**src/rtl/sr04_ctrl.sv**
```systemverilog
// sr04_ctrl: HC-SR04 measurement sequencer.
// Drives the external us/ms time base through o_idle/o_run and issues the trigger pulse.
// It times the echo pulse and converts the echo width to centimetres with a
// 14-step restoring divider. It then holds off before the next trigger.

module sr04_ctrl #(
   parameter int TRIG_US      = 10,
   parameter int ECHO_WAIT_MS = 4,
   parameter int ECHO_MAX_MS  = 38,
   parameter int HOLDOFF_MS   = 60
) (
   input  logic        clk,
   input  logic        rst_n,
   input  logic        i_start,
   input  logic        i_echo,
   input  logic [13:0] i_us_cnt,
   input  logic [5:0]  i_ms_cnt,
   output logic        o_idle,
   output logic        o_run,
   output logic        o_trig,
   output logic        o_busy,
   output logic        o_valid,
   output logic        o_timeout,
   output logic [13:0] o_echo_us,
   output logic [8:0]  o_dist_cm
);

   localparam logic [13:0] TRIG_LIMIT = 14'(TRIG_US);
   localparam logic [5:0]  WAIT_LIMIT = 6'(ECHO_WAIT_MS);
   localparam logic [5:0]  MAX_LIMIT  = 6'(ECHO_MAX_MS);
   localparam logic [5:0]  HOLD_LIMIT = 6'(HOLDOFF_MS);
   localparam logic [13:0] ECHO_SAT   = 14'h3FFF;
   localparam logic [6:0]  CM_DIVISOR = 7'd58;

   typedef enum logic [2:0] {
      ST_IDLE,
      ST_TRIG,
      ST_RESTART,
      ST_WAIT_ECHO,
      ST_MEASURE,
      ST_CALC,
      ST_HOLDOFF
   } stateT;

   stateT       r_state;
   stateT       r_after;
   logic        r_postRestart;
   logic        r_echoMeta;
   logic        r_echoSync;
   logic        r_echoPrev;
   logic [13:0] r_width;
   logic [13:0] r_divQuo;
   logic [5:0]  r_divRem;
   logic [3:0]  r_divCnt;
   logic        r_idle;
   logic        r_run;
   logic        r_trig;
   logic        r_busy;
   logic        r_valid;
   logic        r_timeout;
   logic [13:0] r_echoUs;
   logic [8:0]  r_distCm;

   stateT       w_nextState;
   stateT       w_nextAfter;
   logic        w_nextIdle;
   logic        w_nextRun;
   logic        w_nextTrig;
   logic        w_nextBusy;
   logic        w_nextValid;
   logic        w_nextTimeout;
   logic [13:0] w_nextEchoUs;
   logic [8:0]  w_nextDist;
   logic [13:0] w_nextWidth;
   logic [13:0] w_nextQuo;
   logic [5:0]  w_nextRem;
   logic [3:0]  w_nextCnt;

   logic        w_echoRise;
   logic        w_echoFall;
   logic        w_cntOk;
   logic        w_wrapped;
   logic [13:0] w_measured;
   logic [6:0]  w_remShift;
   logic        w_remGe;
   logic [13:0] w_quoShift;

   // Edges come from the synchronized echo and its previous sample, so rise and fall see equal latency.
   assign w_echoRise = r_echoSync & ~r_echoPrev;
   assign w_echoFall = ~r_echoSync & r_echoPrev;

   // Counts are stale during a restart and on the cycle after it.
   assign w_cntOk = ~r_postRestart;

   // The us count wraps at 16384; the ms count tells us whether that has happened.
   assign w_wrapped  = (i_ms_cnt > 6'd16) || ((i_ms_cnt == 6'd16) && (i_us_cnt < 14'd16000));
   assign w_measured = w_wrapped ? ECHO_SAT : i_us_cnt;

   // One restoring-division step: bring in the next dividend bit and try subtracting 58.
   assign w_remShift = {r_divRem, r_divQuo[13]};
   assign w_remGe    = (w_remShift >= CM_DIVISOR);
   assign w_quoShift = {r_divQuo[12:0], w_remGe};

   assign o_idle    = r_idle;
   assign o_run     = r_run;
   assign o_trig    = r_trig;
   assign o_busy    = r_busy;
   assign o_valid   = r_valid;
   assign o_timeout = r_timeout;
   assign o_echo_us = r_echoUs;
   assign o_dist_cm = r_distCm;

   // Two-flop synchronizer for the asynchronous echo, plus one more sample for edge detection.
   always_ff @(posedge clk or negedge rst_n) begin
      if (!rst_n) begin
         r_echoMeta <= 1'b0;
         r_echoSync <= 1'b0;
         r_echoPrev <= 1'b0;
      end else begin
         r_echoMeta <= i_echo;
         r_echoSync <= r_echoMeta;
         r_echoPrev <= r_echoSync;
      end
   end

   // Next-state, divider and result logic; the time-base controls follow the next state so they come out registered.
   always_comb begin
      w_nextState   = r_state;
      w_nextAfter   = r_after;
      w_nextValid   = 1'b0;
      w_nextTimeout = r_timeout;
      w_nextEchoUs  = r_echoUs;
      w_nextDist    = r_distCm;
      w_nextWidth   = r_width;
      w_nextQuo     = r_divQuo;
      w_nextRem     = r_divRem;
      w_nextCnt     = r_divCnt;
      case (r_state)
         ST_IDLE: begin
            if (i_start) begin
               w_nextState = ST_TRIG;
            end
         end
         ST_TRIG: begin
            if (w_cntOk && (i_us_cnt >= TRIG_LIMIT)) begin
               w_nextState = ST_RESTART;
               w_nextAfter = ST_WAIT_ECHO;
            end
         end
         ST_RESTART: begin
            w_nextState = r_after;
         end
         ST_WAIT_ECHO: begin
            if (w_echoRise) begin
               w_nextState = ST_RESTART;
               w_nextAfter = ST_MEASURE;
            end else if (w_cntOk && (i_ms_cnt >= WAIT_LIMIT)) begin
               w_nextState   = ST_RESTART;
               w_nextAfter   = ST_HOLDOFF;
               w_nextValid   = 1'b1;
               w_nextTimeout = 1'b1;
               w_nextEchoUs  = '0;
               w_nextDist    = '0;
            end
         end
         ST_MEASURE: begin
            if (w_echoFall) begin
               w_nextWidth = w_measured;
               w_nextQuo   = w_measured;
               w_nextRem   = '0;
               w_nextCnt   = '0;
               w_nextState = ST_CALC;
            end else if (w_cntOk && (i_ms_cnt >= MAX_LIMIT)) begin
               w_nextState   = ST_RESTART;
               w_nextAfter   = ST_HOLDOFF;
               w_nextValid   = 1'b1;
               w_nextTimeout = 1'b1;
               w_nextEchoUs  = ECHO_SAT;
               w_nextDist    = '0;
            end
         end
         ST_CALC: begin
            w_nextQuo = w_quoShift;
            w_nextRem = w_remGe ? 6'(w_remShift - CM_DIVISOR) : w_remShift[5:0];
            w_nextCnt = r_divCnt + 4'd1;
            if (r_divCnt == 4'd13) begin
               w_nextState   = ST_RESTART;
               w_nextAfter   = ST_HOLDOFF;
               w_nextValid   = 1'b1;
               w_nextTimeout = 1'b0;
               w_nextEchoUs  = r_width;
               w_nextDist    = w_quoShift[8:0];
            end
         end
         ST_HOLDOFF: begin
            if (w_cntOk && (i_ms_cnt >= HOLD_LIMIT)) begin
               w_nextState = ST_IDLE;
            end
         end
         default: begin
            w_nextState = ST_IDLE;
         end
      endcase
      w_nextIdle = (w_nextState == ST_IDLE) || (w_nextState == ST_RESTART);
      w_nextRun  = ~w_nextIdle;
      w_nextTrig = (w_nextState == ST_TRIG);
      w_nextBusy = (w_nextState != ST_IDLE);
   end

   // State, divider and output registers; reset returns every output to its idle value at once.
   always_ff @(posedge clk or negedge rst_n) begin
      if (!rst_n) begin
         r_state       <= ST_IDLE;
         r_after       <= ST_IDLE;
         r_postRestart <= 1'b0;
         r_width       <= '0;
         r_divQuo      <= '0;
         r_divRem      <= '0;
         r_divCnt      <= '0;
         r_idle        <= 1'b1;
         r_run         <= 1'b0;
         r_trig        <= 1'b0;
         r_busy        <= 1'b0;
         r_valid       <= 1'b0;
         r_timeout     <= 1'b0;
         r_echoUs      <= '0;
         r_distCm      <= '0;
      end else begin
         r_state       <= w_nextState;
         r_after       <= w_nextAfter;
         r_postRestart <= (r_state == ST_RESTART);
         r_width       <= w_nextWidth;
         r_divQuo      <= w_nextQuo;
         r_divRem      <= w_nextRem;
         r_divCnt      <= w_nextCnt;
         r_idle        <= w_nextIdle;
         r_run         <= w_nextRun;
         r_trig        <= w_nextTrig;
         r_busy        <= w_nextBusy;
         r_valid       <= w_nextValid;
         r_timeout     <= w_nextTimeout;
         r_echoUs      <= w_nextEchoUs;
         r_distCm      <= w_nextDist;
      end
   end

endmodule
```
**config.mk**
```make
export PLATFORM = sky130hd
export DESIGN_NAME = sr04_ctrl
export DESIGN_NICKNAME = d
export VERILOG_FILES = /design/src/rtl/sr04_ctrl.sv
export SDC_FILE = /design/constraint.sdc
export NUM_CORES = 1
export LEC_CHECK = 0
export CORE_UTILIZATION = 50
export CTS_CLUSTER_DIAMETER = 80
export DETAILED_ROUTE_END_ITERATION = 8
export PLACE_DENSITY = 0.75
export SLEW_MARGIN = 15
export SYNTH_ARGS = -nofsm -noshare
export SYNTH_HDL_FRONTEND = slang
export SYNTH_SLANG_ARGS = --single-unit
```
**constraint.sdc**
```tcl
create_clock -name clk -period 1.8 [get_ports clk]
set_input_delay 0.54 -clock clk [delete_from_list [all_inputs] [get_ports clk]]
set_output_delay 0.54 -clock clk [all_outputs]
set_load 0.03 [all_outputs]
```
Word level (Yosys, flattened, before mapping):

Cells that the tools add are included.

* input port bits: 24
* flip-flop bits (word level): 77
* output and inout bits: 29

* bitwise gates (word level): 6
* muxes and demuxes: 48
* $add $sub $neg: 2
* magnitude comparators: 7
* eq/ne operators: 18
* reduce and logical (&&, ||, !) cells: 17

Operators by type and width (number)
* 14-bit two-way mux: 7
* 9-bit two-way mux: 5
* 3-bit two-way mux: 14
* 14-bit one-hot mux with 3 select lines: 1
* 14-bit one-hot mux with 2 select lines: 1
* 9-bit one-hot mux with 3 select lines: 1
* 3-bit one-hot mux with 7 select lines: 1
* 14-bit by 4-bit >= comparator with 1-bit output (second input constant): 1
* 14-bit < comparator (second input constant): 1
* 2-bit != test (second input constant): 7
* 6-bit >= comparator (second input constant): 2
* 6-bit two-way mux: 2
* 3-bit one-hot mux with 4 select lines: 1
* 6-bit one-hot mux with 2 select lines: 1
* 6-bit AND reduction: 2
* 1-bit two-way mux: 10
* 3-bit by 2-bit == test with 1-bit output (second input constant): 3
* 3-bit == test (second input constant): 3
* 4-bit one-hot mux with 2 select lines: 1
* 7-bit by 6-bit >= comparator with 1-bit output (second input constant): 1
* 3-bit by 1-bit == test with 1-bit output (second input constant): 2
* 6-bit by 5-bit == test with 1-bit output (second input constant): 1
* 6-bit by 3-bit >= comparator with 1-bit output (second input constant): 1
* 6-bit by 5-bit greater-than comparator with 1-bit output (second input constant): 1
* 15 further kinds: 28

Longest topological paths before layout:

Gate-level depths: netlist of run 1.

* word-level depth: 8
* gate-level depth with buffers: 9
* gate-level depth less buffers: 8

Worst setup path after synthesis of run 1:

Ideal clock, no wire load.

* path kind: input port to flip-flop
* from: in i_ms_cnt[3]
* to: reg r_after[1]
* buffers on the path: 0
* stages on the path: 5
* library setup time: 126 ps
* setup slack: -2 ps
* data arrival time: 1676 ps
* cell sequence: or4_4 -> o31ai_1 -> a22o_1 -> nor2_1 -> o32a_1

* longest elaborated chain between the ends: 4
* elaborated cells between the ends (all ways): 7
* those cells by class: 2 x order compare; 2 x eq/ne; 3 x reduce/logical

RTL lines
* start, declared: line 17 `input logic [5:0] i_ms_cnt,`
* 6-bit by 3-bit >= comparator with 1-bit output or 6-bit >= comparator (tied branches): line 157, 173
* 1-bit logical AND, on equally long branches: line 157, 173
* 3-bit != test (no source line) or 2-bit != test (tied branches)
* 6-bit AND reduction (no source line) (*)
* end signal, assigned: line 230 `r_after <= w_nextAfter;`
* end, declared: line 46 `stateT r_after;`

Every way passes the cells marked *; elsewhere a longest branch is shown, timed or not.
A chain may end at the register's enable or synchronous reset.

Worst setup path after layout of run 1:

* from: in i_ms_cnt[5]
* to: reg r_after[1]

The elaborated chain is that of the path after synthesis.

==> results of run 1 <==
routing by layer:
metal / up-vias / share of wire, % / wire (µm) / global-route usage [%]
met4: 0 / 1.4 / 110 / 8.937
met1: 1358 / 43 / 3514 / 31.87
li1: 1368 / - / - / -
met2: 97 / 49 / 3976 / 39.42
met5: - / 0 / 0 / 0
met3: 12 / 6.0 / 484 / 7.375
power breakdown:
| part | switching [mW] | leakage [nW] | internal, mW |
|---|---|---|---|
| Combinational | 1.58 | 1.09 | 1.09 |
| Sequential | 0.468 | 0.959 | 2.40 |
| Clock | 0.654 | 0.102 | 0.716 |
cell usage after synthesis (2+ instances only):
cell type and n:
nand2_1 86, dfrtp_1 76, o21ai_0 27, nor2_1 26, nand3_1 19, o31ai_1 19, buf_2 8, inv_1 8
o21ai_1 5, a21oi_1 4, buf_6 4, clkbuf_1 4, nand2b_1 4, o22ai_1 4, ha_1 3, nand4_1 3
nor2b_1 3, a21o_1 2, and3_1 2, inv_2 2, mux2_2 2, nand3b_1 2, nor3_1 2, nor4_1 2
o211ai_1 2, or3b_2 2, xnor2_1 2
layout make-up:
type / count / area (µm²) / share of cell area (%)
multi-input cells: 243 / 1434 / 32.12
clock inverters: 5 / 58.81 / 1.317
flip-flops and latches: 77 / 1932 / 43.27
well taps: 77 / 96.34 / 2.158
repair buffers: 84 / 747.0 / 16.73
clock buffers: 11 / 151.4 / 3.391
inverters: 11 / 45.04 / 1.009
sequential cells by signal, summed over array words and instances (netlist names), 3 cells and up:
name,cells
o_dist_cm,9
r_divQuo,14
o_echo_us,14
r_width,14
r_state,3
r_after,3
r_divRem,6
r_divCnt,4
metrics by stage:
stage / setup TNS [ns] / power [mW] / cell area [µm²] / std cells / worst slack, ns
after CTS: 0 / 6.843 / 4407 / 506 / 0.001653
after global placement: -28.05 / 5.421 / 4144 / 488 / -0.5967
after floorplan: -0.001199 / 4.558 / 3400 / 348 / -0.001199
final: -0.05154 / 6.907 / 4464 / 508 / -0.02670
after global routing: -0.2715 / 7.376 / 4464 / 508 / -0.06301
after detailed placement: -31.08 / 5.515 / 4144 / 488 / -0.6774
logic make-up (layout without fill, tap and decap cells):
| group | after synthesis | in the layout | share of synthesized area [%] |
|---|---|---|---|
| XOR/XNOR | 3 | 3 | 0.7731 |
| multiplexers | 2 | 2 | 0.6624 |
| AO/OA/AOI/OAI | 76 | 77 | 15.31 |
| flip-flops | 77 | 77 | 56.72 |
| adder cells (fa/ha/maj) | 3 | 3 | 1.104 |
| buffers and inverters | 29 | 111 | 4.527 |
| AND/OR/NAND/NOR | 158 | 158 | 20.91 |
worst register-to-register path: stages (launching register included):
cell and delay (ns):
dfrtp_1 0.42, nand2b_4 0.18, o41ai_4 0.43, a32oi_2 0.12, buf_4 0.18, buf_12 0.14
o31ai_2 0.21
final timing paths:
kind / start / endpoint / slack [ns] / cells after the start
worst min-delay path: rst_n / o_echo_us[6] / 0.15 / 2
min in group clk: r_echoMeta / r_echoSync / 0.35 / 0
max in group asynchronous: rst_n / o_idle / 1.30 / 2
worst max register to register: r_postRestart / o_dist_cm[0] / 0.04 / 6
worst max-delay path: i_ms_cnt[5] / r_after[1] / -0.03 / 6
worst min register to register: r_echoMeta / r_echoSync / 0.35 / 0
repair_timing:
item,CTS,global route
gates resized for setup,76,15
endpoints found under the hold margin,0,0
setup endpoints to repair,83,33
buffers inserted,1,2
pin swaps,15,8
gates cloned,1,0
==> results.md, run 1 <==
- Post-CTS Hold Fix Bufs: 0
- Die footprint: between 7000 and 8000 µm²
- Clock sink total: 77
- Worst EP required: 2.04 ns
- Max Slew Vio Count: 0
- Syn Nets: 375
- Area Overhead vs Synth: 31.32%
- CP Launch Type: input port
- Top-area cell type share of the netlist area: around 56%
- Starting density of the core: roughly 53%
- Grt ovf: 0
- Hold WC Path Type: in -> async
- Final nets: around 450
- Initial antenna violation count: 0
- GRT Overall Usage: about a quarter
- Crit path max-delay family: compound AO/OA/AOI/OAI gates
- Vias: 2835
- Maximum clock rate: 547.4 MHz
- Post-synthesis async set-or-reset flop share: 100.0%
- Max FO, Critical Path: 3
- Synth area leaders: dfrtp_1 (56%), nand2_1 (9.5%), o31ai_1 (4.2%)
- Crit-path cells: clkdlybuf4s15_2 -> or4_4 -> o31ai_2 -> a22o_1 -> nor2_2 -> o32a_1
- Share of layout cells above drive strength 1: between 20% and 30%
- Avg WL per Cell: roughly 16 µm
- DR iter-0 viols: between 150 and 200
- Worst-Skew Late Latency: 0.36 ns
- Leakage Power: 2.147 nW
- Largest net degree at the start of global routing: 50
- Failing checks: design-rule violations, negative setup slack
- GP Congestion: between 0.9 and 1
- H-tree lvl count: 3
- Total iterations of the first detailed-routing run: 7
- Routed WL: 8086 µm
- Final Cycle Share: 101.5%
- Synth area leader: dfrtp_1
- Hold Slack: between 0.1 and 0.15 ns
- Final Setup Violations: 3
- # DRC: 10
- EDFF count, synth: 0
- Reg clk slew, reported paths: 0.08 ns
- Site Rows: 29
- Fill count: just over 500
- Vias in the first global route: 2805
- Worst Slack Setup Final: -0.02670 ns
- Yosys cell types: 52
- Most frequent cells in the layout: nand2_1 (86), dfrtp_1 (73), dlygate4sd2_1 (39), buf_4 (29), nor2_1 (22)
- Die width: 84.46 µm
- Mapped Area: between 3000 and 4000 µm²
- CP bufs+invs: 1
- Util after Layout: roughly 69%
- Routed Antenna Nets: 0
- Endpoints failing hold: 0
- RSZ-0062 raised after global routing: true
- Post-synthesis sequential area ratio: approximately 57%
- Seq cells post-synth: 77
- Die Span Y: ~84 µm
- Global-route wire length before repair: around 14000 µm
- Slowest cell on the critical path: or4_4
- Slowest stage delay, CP: around 0.55 ns
- Post-Syn Area per Cell: about 10 µm²
- Hpwl dp: approximately 5500 µm
- Period minus WS final: ~1.8 ns
- Slew @ Worst Pin: 0.4154 ns
- Pwr dens: around 1500 nW/µm²
- Root Driver: clkbuf_8
- Antenna diodes: 0
- Skew final: about 0.0090 ns
- Deepest clock path buffer count: 2
- Total core area: 6459 µm²
- CTS Buf Count: 9
- IO Count: between 50 and 60
- # Max-Cap Violations: 0
- Commonest non-fill, non-tap cell in the layout: nand2_1
- Crit path DAT: roughly 2.1 ns
- Vias per inst: approximately 5.6
- Primary FF master, synth: dfrtp_1
- TritonCTS clock tree: yes
- Syn Inst Count: 348
- Buffers on Ports: 52
- Synth warn: 0
- Max-slew headroom: about 72%
- WS Path Type: in -> reg
- Status: complete, but fails checks
- VDD IR-drop max: roughly 0.81 mV
- Setup crit end kind: flop
(Power assumes the default switching activity.)
==> run 2, diff against run 1 <==
Settings changed: CORE_UTILIZATION 50 to 53, PLACE_DENSITY 0.75 to 0.79.
==> results.md, run 2 (synthesis results as in run 1) <==
- Status: complete, but fails checks
- Failing checks: negative setup slack
- Max-slew headroom: a little over two thirds
- Area Overhead vs Synth: 41.15%
- Share of layout cells above drive strength 1: 27.84%
- Antenna diodes: 0
- Slew @ Worst Pin: between 0.4 and 0.5 ns
- # DRC: 0
- Max Slew Vio Count: 0
- Deepest clock path buffer count: 2
- Final Cycle Share: 103.9%
- Root Driver: clkbuf_8
- Clock sink total: 77
- Initial antenna violation count: 0
- Skew final: 0.01189 ns
- Reg clk slew, reported paths: about 0.08 ns
- Vias in the first global route: ~3000
- GP Congestion: roughly 0.87
- Buffers on Ports: 52
- GRT Overall Usage: a little under a third
- Routed WL: between 10000 and 15000 µm
- Die footprint: approximately 6700 µm²
- Area of the multi-input gates: between 1500 and 2000 µm²
- Vias per inst: 6.116
- Commonest non-fill, non-tap cell in the layout: nand2_1
- Hold Slack: about 0.14 ns
- VDD IR-drop max: 0.9352 mV
- Final Setup Violations: 22
- Placed inst area: between 4000 and 5000 µm²
- Leakage Power: 2.294 nW
- Largest net degree at the start of global routing: 35
- DR iter-0 viols: between 200 and 300
- Max FO, Critical Path: 5
- WS Path Type: reg -> reg
- Grt ovf: 0
- Setup crit end kind: flop
- # Max-Cap Violations: 0
- Total core area: between 6000 and 7000 µm²
- Vias: roughly 3200
- IO Count: between 50 and 60
- CP Launch Type: flop
- Post-route design area: around 4800 µm²
- Most frequent cells in the layout: nand2_1 (80), dfrtp_1 (74), dlygate4sd2_1 (37), buf_4 (37), nor2_1 (22)
- Routed Antenna Nets: 0
- Total iterations of the first detailed-routing run: 5
- Register area: between 1500 and 2000 µm²
- CTS Buf Count: 9
- Global-route wire length before repair: 15100 µm
- Die Span Y: a little over 80 µm
- Worst-Skew Late Latency: approximately 0.35 ns
- Power, Total: just under 8 mW
- Final nets: between 400 and 500
- Hpwl dp: between 5000 and 6000 µm
- Hold WC Path Type: in -> async
- Maximum clock rate: 534.7 MHz
- Fill count: 368
- RSZ-0062 raised after global routing: true
- Setup WS pre-CTS: -0.6808 ns
- Crit path DAT: roughly 2.1 ns
- Worst EP required: a little over 2 ns
- Avg WL per Cell: 19.56 µm
- Util after Layout: 79.17%
- Pwr dens: between 1500 and 2000 nW/µm²
- Worst Slack Setup Final: -0.07030 ns
- Period minus WS final: 1.870 ns
- H-tree lvl count: 3
- TritonCTS clock tree: yes
- Site Rows: 28
- Endpoints failing hold: 0
- Die width: just over 80 µm
- Starting density of the core: 56.09%
[run 2: changes by cell type in the layout (fill, tap and decap cells not counted), sizes merged]
cell / delta
bufinv: +1
dlymetal6s2s: -3
clkdlybuf4s15: +1
buf: +19
clkinvlp: -2
clkdlybuf4s50: -1
clkbuf: +5
dlygate4sd2: -2
[run 2: per-stage QoR]
stage / instances / TNS [ns]
2_1_floorplan: 348 / -0.001199
3_3_place_gp: 488 / -31.69
3_5_place_dp: 488 / -33.77
4_1_cts: 519 / 0
5_1_grt: 524 / -2.537
6_report: 524 / -1.076
[run 2: final timing paths]
path / startpoint / endpoint / slack, ns / depth (start not counted)
worst max-delay path: r_postRestart / o_echo_us[8] / -0.07 / 8
max in group asynchronous: rst_n / o_idle / 1.07 / 2
worst min-delay path: rst_n / o_echo_us[8] / 0.14 / 1
worst max register to register: r_postRestart / o_echo_us[8] / -0.07 / 8
worst min register to register: r_echoMeta / r_echoSync / 0.35 / 0
min in group clk: r_echoMeta / r_echoSync / 0.35 / 0
[run 2: cell type report]
type	count	share of cell area [%]
multi-input cells	243	32.31
clock inverters	4	1.512
flip-flops and latches	77	40.23
clock buffers	12	3.025
inverters	11	0.8605
well taps	75	1.956
repair buffers	102	20.10
[run 2: worst max-delay path, stage by stage, from the launching register on]
cell	delay (ns)
dfrtp_1	0.42
nand2b_4	0.17
o41ai_4	0.34
buf_4	0.19
a32oi_4	0.07
buf_6	0.16
buf_12	0.12
buf_16	0.13
o31ai_4	0.16
[run 2: timing repair]
action | CTS | global route
resized for setup | 102 | 39
pin swaps | 20 | 14
endpoints found under the setup margin | 81 | 46
hold buffers | 0 | 0
buffers inserted | 10 | 8
cloned | 5 | 2
[run 2: power breakdown]
group | leakage [nW] | internal [mW] | switching [mW] | total [mW]
Clock | 0.107 | 0.818 | 0.638 | 1.46
Sequential | 0.960 | 2.39 | 0.452 | 2.85
Combinational | 1.23 | 1.46 | 1.97 | 3.43
[run 2: layer usage]
metal	GRT usage, %	part of all wire, %	wire length (µm)
met1	39.93	41	4154
met2	49.42	49	4997
met3	8.022	7.0	722
met4	14.91	3.6	373
met5	0	0	0
==> run 3, diff against run 2 <==
Settings changed: CORE_UTILIZATION 53 to 44, PLACE_DENSITY 0.79 to 0.67.
==> results.md, run 3 (synthesis results as in run 1) <==
- Status: finished clean
- Area Overhead vs Synth: 36.00%
- Grt ovf: 0
- Total core area: around 7400 µm²
- RSZ-0062 raised after global routing: true
- VDD IR-drop max: around 0.69 mV
- Slowest stage delay, CP: ~0.45 ns
- Vias in the first global route: approximately 2800
- # Max-Cap Violations: 0
- Slew @ Worst Pin: roughly 0.45 ns
- Site Rows: 31
- Placed inst area: around 4200 µm²
- Die width: around 90 µm
- Placed insts: about 510
- CTS Buf Count: 9
- H-tree lvl count: 3
- Hold Slack: ~0.11 ns
- Worst EP required: 2.04 ns
- Hpwl dp: between 5000 and 6000 µm
- Crit path DAT: 2.03 ns
- Initial antenna violation count: 0
- Crit-path cells: nand2b_4 -> o41ai_4 -> o221ai_2 -> or3_4 -> inv_2 -> nand2b_1
- GRT Overall Usage: 21.75%
- Fill count: 636
- Post-route design area: about 4600 µm²
- Period minus WS final: around 1.8 ns
- Die footprint: between 8000 and 9000 µm²
- Largest net degree at the start of global routing: 30
- Avg WL per Cell: roughly 16 µm
- WS Path Type: reg -> reg
- Slowest cell on the critical path: o41ai_4
- Starting density of the core: between 40% and 50%
- Buffers on Ports: 52
- Share of layout cells above drive strength 1: around a quarter
- # DRC: 0
- Routed WL: ~8400 µm
- Final nets: about 460
- Pwr dens: 1531 nW/µm²
- IO Count: 53
- Vias per inst: about 5.4
- CP Launch Type: flop
- Vias: 2895
- Most frequent cells in the layout: nand2_1 (86), dfrtp_1 (73), dlygate4sd2_1 (36), buf_4 (36), nor2_1 (22)
- Final std cells w/o fill: 541
- Worst Slack Setup Final: between 0.002 and 0.0025 ns
- Maximum clock rate: ~560 MHz
- Final Setup Violations: 0
- Total iterations of the first detailed-routing run: 4
- Max-slew headroom: 69.54%
- Hold WC Path Type: in -> async
- Final Cycle Share: around 100%
- Routed Antenna Nets: 0
- Commonest non-fill, non-tap cell in the layout: nand2_1
- Setup WS pre-CTS: -0.6415 ns
- Setup crit end kind: flop
- GP Congestion: roughly 0.9
- Worst-Skew Late Latency: between 0.3 and 0.4 ns
- Skew final: slightly above 0.009 ns
- Clock sink total: between 70 and 80
- Global-route wire length before repair: approximately 14000 µm
- Max Slew Vio Count: 0
- Leakage Power: 2.195 nW
- Deepest clock path buffer count: 2
- TritonCTS clock tree: yes
- DR iter-0 viols: between 150 and 200
- Die Span Y: approximately 90 µm
- Power, Total: 7.079 mW
- Max FO, Critical Path: 3
- Reg clk slew, reported paths: 0.08 ns
- Root Driver: clkbuf_8
- Final TNS setup: 0 ns
- Antenna diodes: 0
- Util after Layout: a little over three fifths
- Endpoints failing hold: 0
[run 3: critical path: cells and delay by family, from the launching register on]
kind	cells	cell delay, ns
compound gates	2	0.63
simple gates	3	0.58
flops	1	0.42
buf+inv	1	0.06
[run 3: where the power goes]
part           leakage, nW  switching (mW)  internal, mW  total [mW]
Combinational         1.15            1.79          1.31        3.10
Clock               0.0901           0.621         0.535        1.16
Sequential           0.959           0.426          2.40        2.82
[run 3: final cells by class]
class / instances / area (µm²) / share of cell area (%)
Tap cell: 99 / 123.9 / 2.679
Inverter: 11 / 41.29 / 0.8931
Sequential cell: 77 / 1932 / 41.79
Multi-Input combinational cell: 243 / 1530 / 33.10
Clock buffer: 12 / 145.1 / 3.139
Timing Repair Buffer: 95 / 827.0 / 17.89
Clock inverter: 4 / 23.77 / 0.5142
[run 3: worst paths after layout]
path	slack [ns]	start	end	depth (start not counted)
worst min register to register	0.35	r_echoMeta	r_echoSync	0
worst min-delay path	0.11	rst_n	o_echo_us[7]	1
max in group asynchronous	1.16	rst_n	o_idle	2
min in group clk	0.35	r_echoMeta	r_echoSync	0
worst max register to register	0.002	r_postRestart	o_busy	6
worst max-delay path	0.002	r_postRestart	o_busy	6
[run 3: what timing repair did]
action	in CTS	in global routing
gates resized for setup	85	44
gates cloned	2	0
hold endpoints to repair	0	0
pin swaps	20	14
hold buffers	0	0
setup buffers	2	10
setup endpoints to repair	81	51
[run 3: layer usage]
layer | GRT usage, % | vias to the layer above | part of all wire [%]
met2 | 34.17 | 77 | 49
met5 | 0 | - | 0
li1 | - | 1389 | -
met1 | 30.22 | 1417 | 45
met4 | 9.812 | 0 | 1.6
met3 | 2.961 | 12 | 4.5
